## src/rtl/ring_arb_pkg.sv

```systemverilog
// ---------------------------------------------------------------------------
// ring_arb_pkg
// Shared definitions for the ring (round-robin) arbiter:
//   - FSM state encoding and the state enum used by ring_arbiter
//   - default requester count and maximum hold time
//   - rotl_onehot(): rotate a one-hot token left by one within n bits
// ---------------------------------------------------------------------------
package ring_arb_pkg;

   localparam logic [1:0] ST_IDLE  = 2'd0;
   localparam logic [1:0] ST_GRANT = 2'd1;
   localparam logic [1:0] ST_GAP   = 2'd2;

   typedef enum logic [1:0] {
      S_IDLE  = ST_IDLE,
      S_GRANT = ST_GRANT,
      S_GAP   = ST_GAP
   } state_t;

   localparam int DEF_N        = 4;
   localparam int DEF_MAX_HOLD = 8;

   // Tokens are carried in an 8-bit container (N <= 8); bits above n are
   // masked off so the wrap from bit n-1 lands on bit 0.
   function automatic logic [7:0] rotl_onehot(input logic [7:0] v, input int n);
      logic [7:0] mask;
      mask = 8'hFF >> (8 - n);
      return ((v << 1) | (v >> (n - 1))) & mask;
   endfunction

endpackage

```

## src/rtl/ring_arbiter_rr_pick.sv

```systemverilog
// ---------------------------------------------------------------------------
// rr_pick
// Combinational round-robin pick: first set request at or above the
// one-hot priority token, wrapping from N-1 back to 0.
// Ports:
//   i_req  [N-1:0]   request vector
//   i_ptr  [N-1:0]   one-hot priority token
//   o_win  [N-1:0]   one-hot winner (zero when no request)
//   o_id   [IDW-1:0] index of winner (zero when no request)
//   o_any            at least one request present
// ---------------------------------------------------------------------------
module rr_pick
   import ring_arb_pkg::*;
#(
   parameter int N   = DEF_N,
   parameter int IDW = $clog2(DEF_N)
) (
   input  logic [N-1:0]   i_req,
   input  logic [N-1:0]   i_ptr,
   output logic [N-1:0]   o_win,
   output logic [IDW-1:0] o_id,
   output logic           o_any
);

   // Lower half keeps only requests at or above the token; upper half is the
   // unmasked copy, so a plain bottom-up scan of 2N bits implements the wrap.
   logic [2*N-1:0] w_dbl;

   always_comb begin
      w_dbl = {i_req, i_req & ~(i_ptr - N'(1))};
      o_win = '0;
      o_id  = '0;
      o_any = 1'b0;
      for (int i = 0; i < 2 * N; i++) begin
         if (w_dbl[i] && !o_any) begin
            o_any          = 1'b1;
            o_win[i % N]   = 1'b1;
            o_id           = IDW'(i % N);
         end
      end
   end

endmodule

```

## src/rtl/ring_arbiter.sv

```systemverilog
// ---------------------------------------------------------------------------
// ring_arbiter
// Round-robin arbiter for N requesters with a rotating one-hot token,
// registered one-hot grant, a one-cycle turnaround gap between grants and a
// maximum hold time enforced only while someone else is waiting.
// Ports:
//   clk      system clock, rising edge
//   rst      asynchronous active-high reset
//   req      [N-1:0] level requests, held until done
//   gnt      [N-1:0] registered one-hot grant, zero when idle
//   gnt_id   index of the granted requester, zero when no grant
//   busy     1 while any gnt bit is set
//   timeout  one-cycle pulse when a grant is revoked by MAX_HOLD
// ---------------------------------------------------------------------------
module ring_arbiter
   import ring_arb_pkg::*;
#(
   parameter int N        = DEF_N,
   parameter int MAX_HOLD = DEF_MAX_HOLD,
   parameter int CNT_W    = 4
) (
   input  logic                 clk,
   input  logic                 rst,
   input  logic [N-1:0]         req,
   output logic [N-1:0]         gnt,
   output logic [$clog2(N)-1:0] gnt_id,
   output logic                 busy,
   output logic                 timeout
);

   localparam int IDW = $clog2(N);

   state_t           r_state;
   logic [N-1:0]     r_ptr;
   logic [CNT_W-1:0] r_hold;
   logic [N-1:0]     r_gnt;
   logic [IDW-1:0]   r_gnt_id;
   logic             r_busy;
   logic             r_timeout;

   logic [N-1:0]     w_win;
   logic [IDW-1:0]   w_id;
   logic             w_any;
   logic             w_owner_req;
   logic             w_others_req;
   logic [N-1:0]     w_ptr_next;

   rr_pick #(
      .N   (N),
      .IDW (IDW)
   ) u_pick (
      .i_req (req),
      .i_ptr (r_ptr),
      .o_win (w_win),
      .o_id  (w_id),
      .o_any (w_any)
   );

   assign w_owner_req  = |(req & r_gnt);
   assign w_others_req = |(req & ~r_gnt);
   // Token moves to the position just past the current owner.
   assign w_ptr_next   = N'(rotl_onehot(8'(r_gnt), N));

   always_ff @(posedge clk or posedge rst) begin
      if (rst) begin
         r_state   <= S_IDLE;
         r_ptr     <= N'(1);
         r_hold    <= '0;
         r_gnt     <= '0;
         r_gnt_id  <= '0;
         r_busy    <= 1'b0;
         r_timeout <= 1'b0;
      end else begin
         r_timeout <= 1'b0;
         case (r_state)
            S_IDLE, S_GAP: begin
               if (w_any) begin
                  r_gnt    <= w_win;
                  r_gnt_id <= w_id;
                  r_busy   <= 1'b1;
                  r_hold   <= CNT_W'(1);
                  r_state  <= S_GRANT;
               end else begin
                  r_gnt    <= '0;
                  r_gnt_id <= '0;
                  r_busy   <= 1'b0;
                  r_state  <= S_IDLE;
               end
            end
            S_GRANT: begin
               // A release wins over a simultaneous hold-limit hit, so the
               // release path is tested first and never raises timeout.
               if (!w_owner_req) begin
                  r_gnt    <= '0;
                  r_gnt_id <= '0;
                  r_busy   <= 1'b0;
                  r_ptr    <= w_ptr_next;
                  r_state  <= S_GAP;
               end else if (r_hold < CNT_W'(MAX_HOLD)) begin
                  r_hold   <= r_hold + CNT_W'(1);
               end else if (w_others_req) begin
                  r_gnt     <= '0;
                  r_gnt_id  <= '0;
                  r_busy    <= 1'b0;
                  r_timeout <= 1'b1;
                  r_ptr     <= w_ptr_next;
                  r_state   <= S_GAP;
               end
               // Sole requester at the limit: grant kept, counter saturated.
            end
            default: begin
               r_gnt    <= '0;
               r_gnt_id <= '0;
               r_busy   <= 1'b0;
               r_state  <= S_IDLE;
            end
         endcase
      end
   end

   assign gnt     = r_gnt;
   assign gnt_id  = r_gnt_id;
   assign busy    = r_busy;
   assign timeout = r_timeout;

endmodule
```

## config.mk

```make
export PLATFORM = sky130hd
export DESIGN_NAME = ring_arbiter
export DESIGN_NICKNAME = d
export VERILOG_FILES = /design/src/rtl/ring_arb_pkg.sv /design/src/rtl/ring_arbiter_rr_pick.sv /design/src/rtl/ring_arbiter.sv
export SDC_FILE = /design/constraint.sdc
export NUM_CORES = 1
export LEC_CHECK = 0
export BUFFER_PORTS_ARGS = -buffer_cell sky130_fd_sc_hd__buf_2
export CORE_ASPECT_RATIO = 1.2
export CORE_UTILIZATION = 54
export DETAILED_ROUTE_END_ITERATION = 8
export GPL_ROUTABILITY_DRIVEN = 0
export GPL_TIMING_DRIVEN = 0
export PLACE_DENSITY = 0.74
export SYNTH_ARGS = -nofsm -noshare
export SYNTH_HDL_FRONTEND = slang
export SYNTH_SLANG_ARGS = --single-unit
```

## constraint.sdc

```tcl
create_clock -name clk -period 2.16 [get_ports clk]
set_input_delay 0.108 -clock clk [delete_from_list [all_inputs] [get_ports clk]]
set_output_delay 0.108 -clock clk [all_outputs]
set_load 0.05 [all_outputs]
```

==> metrics.cfg <==
[status]
run_status=finished, final reports clean

[place]
place_ws_ns=0.265
dp_hpwl_um=1360
placed_area_um2=1020
numPortBuffers=11
place_inst=118

[synth]
synth_area_um2=946
yosysUniqueCellTypes=38
ys_ff_latch=17
synth_common_cells=16 x dfrtp_1, 8 x inv_1
synth_most_common_cell=dfrtp_1
yosys_warnings=0
synth_edf_count=0
syn_avg_cell_area_um2=10.6
yosys-top-cells-area=dfrtp_1 42%, mux2_1 4.8%, inv_1 3.2%
synthFlopType=dfrtp_1
synth_nets=97
async_flop_share=1.00
synthCells=89
seq_area_frac_synth=0.451
synth_top_cell_area_share=0.423
synth_top_area_cell=dfrtp_1

[global_routing]
busiest_layer=met2
grt_pass1_vias=627
gr-usage-met1=0.263
grt.met2_usage=0.348
antenna_found_initial=0
use_met3=0.0279
grt.overflow.total=0
grt_pass1_wl_um=2630
grt_max_degree=18
grt_usage=0.206

[run]
cap_violations=0

[critical_path]
crit_arrival_ns=2.05
path_delay_family=flip-flops
crit_path_max_incr_delay_ns=0.59
slowest_stage=dfstp_2
r2r_end=gnt[0]
r2r_start=r_ptr[0]
worst_setup_path_end_kind=flop
crit_type=flop to flop
rrSetupSlack_ns=0.26
startpoint_type=flop
rr_worst_depth=6
cp_cell_sequence=inv_1 > ha_1 > xnor2_1 > nand2_1 > a41oi_1 > o21ai_0
crit_required_ns=2.32
cp_num_buf_inv=1
crit_fanout=7

[final_layout]
nets=114
n_antenna_cell=0
postLayoutCellArea_um2=1060
area_delta_synth_final_pct=12.0
instances_no_fill=123
drive_gt1_frac=0.248

[cts]
cts_sinks=17
cts-resized-gates=0
cts_tree=built
clkLatencyLatePin_ns=0.29
numCtsBuffers=3
cts_buffer_depth=2
htree_levels=1
root_buffer=clkbuf_4
cts.clk_slew.worst_paths_ns=0.09

[timing]
slew_headroom=0.569
fin_setup_tns_ns=0
fin_crit_sh=0.877
fin_crit_ns=1.90
worst_slack_ns=0.265
tightest_slew_ns=0.645
rsz0062_at_grt=no
finClkSkew_ns=0.00476
fmax_mhz=528
setup_viol=0
hold_viol=0
maxSlewViolCount=0

[hold_path]
hold_end=gnt[1]
hp-class=input port to flop
whs_path_depth=3
min_from=req[1]

[route]
routedWlPerCell_um=14.7
vias_per_cell=5.94
detail-route-antenna-nets=0
first_iter_violations=19
first_pass_iters=4
drc=0
num_vias=731
routed_wl_um=1810

[floorplan]
start_util=0.576
num_io_pins=14
die_area_um2=1920
die_y_um=47.8
core_um2=1640
die_w_um=40.2
placementRows=16

[power]
total_power_uw=1610
p_leak_uw=0.000506
power_density_nw_per_um2=1520
peakVddDrop_uv=650

-- per-stage QoR --
step,hold WS [ns],util
global placement,0.214,0.623
global route,0.202,0.646
CTS,0.160,0.646
finish,0.160,0.646
floorplan,0.0333,-
detailed placement,0.227,0.623
-- logic make-up (layout without fill, tap and decap cells) --
| kind of cell | Yosys count | after routing | share of synthesized area |
|---|---|---|---|
| buffers and inverters | 11 | 27 | 0.0476 |
| adder cells (fa/ha/maj) | 2 | 2 | 0.0265 |
| flip-flops | 17 | 17 | 0.451 |
| multiplexers | 8 | 8 | 0.0926 |
| AO/OA/AOI/OAI | 24 | 24 | 0.212 |
| XOR/XNOR | 1 | 1 | 0.00926 |
| AND/OR/NAND/NOR | 26 | 26 | 0.161 |
-- routing by layer --
metal | vias to the layer above | wire, um
met2 | 19 | 896
met4 | 0 | 24
li1 | 356 | -
met5 | - | 0
met3 | 4 | 60
met1 | 352 | 828
-- sequential cells by signal, summed over array words and instances (netlist names) --
name     count
busy         1
r_ptr        4
gnt          4
gnt_id       2
r_state      1
r_hold       4
timeout      1
-- power by group --
part,switching [uW],internal [uW]
sequential,115,435
combinational,553,337
clock,96.3,71.7
total,764,843
-- tightest hold or removal path: stages --
cell       delay, ns
buf_2           0.14
nand3b_1        0.09
o2bb2ai_1       0.07
-- placed cells by master, fill, tap and decap left out, types with 2 or more instances in the layout --
cell / instances
dfrtp_1: 16
nand2_1: 4
a22oi_1: 3
ha_1: 2
o21ai_0: 2
buf_2: 13
mux2_1: 4
nand3b_1: 2
o2bb2ai_1: 3
a31oi_1: 2
nor2_1: 4
clkbuf_4: 3
nor2b_1: 3
mux2i_1: 2
nand3_1: 4
a32o_1: 2
inv_1: 8
a21oi_1: 4
mux2_2: 2
-- cell type report --
type	count	area, um^2
Multi-Input combinational cell	61	474
Fill cell	139	582
Tap cell	18	22.5
Clock buffer	4	26.3
Buffer	3	15.0
Sequential cell	17	427
Inverter	8	30.0
Timing Repair Buffer	12	65.1
-- worst max path at each step --
stage	startpoint	end	depth (start not counted)
floorplan	gnt[3]	r_ptr[3]	4
global placement	r_ptr[0]	gnt[0]	6
detailed placement	r_ptr[0]	gnt[0]	6
CTS	r_ptr[0]	gnt[0]	6
global route	r_ptr[0]	gnt_id[0]	6
finish	r_ptr[0]	gnt[0]	6
-- what timing repair did --
action | in CTS | in global routing
endpoints found under the setup margin | 0 | 0
endpoints found under the hold margin | 16 | 0
buffers inserted | 0 | 0
hold buffers | 1 | 0
Note: power is estimated with default switching activity, not from simulation.
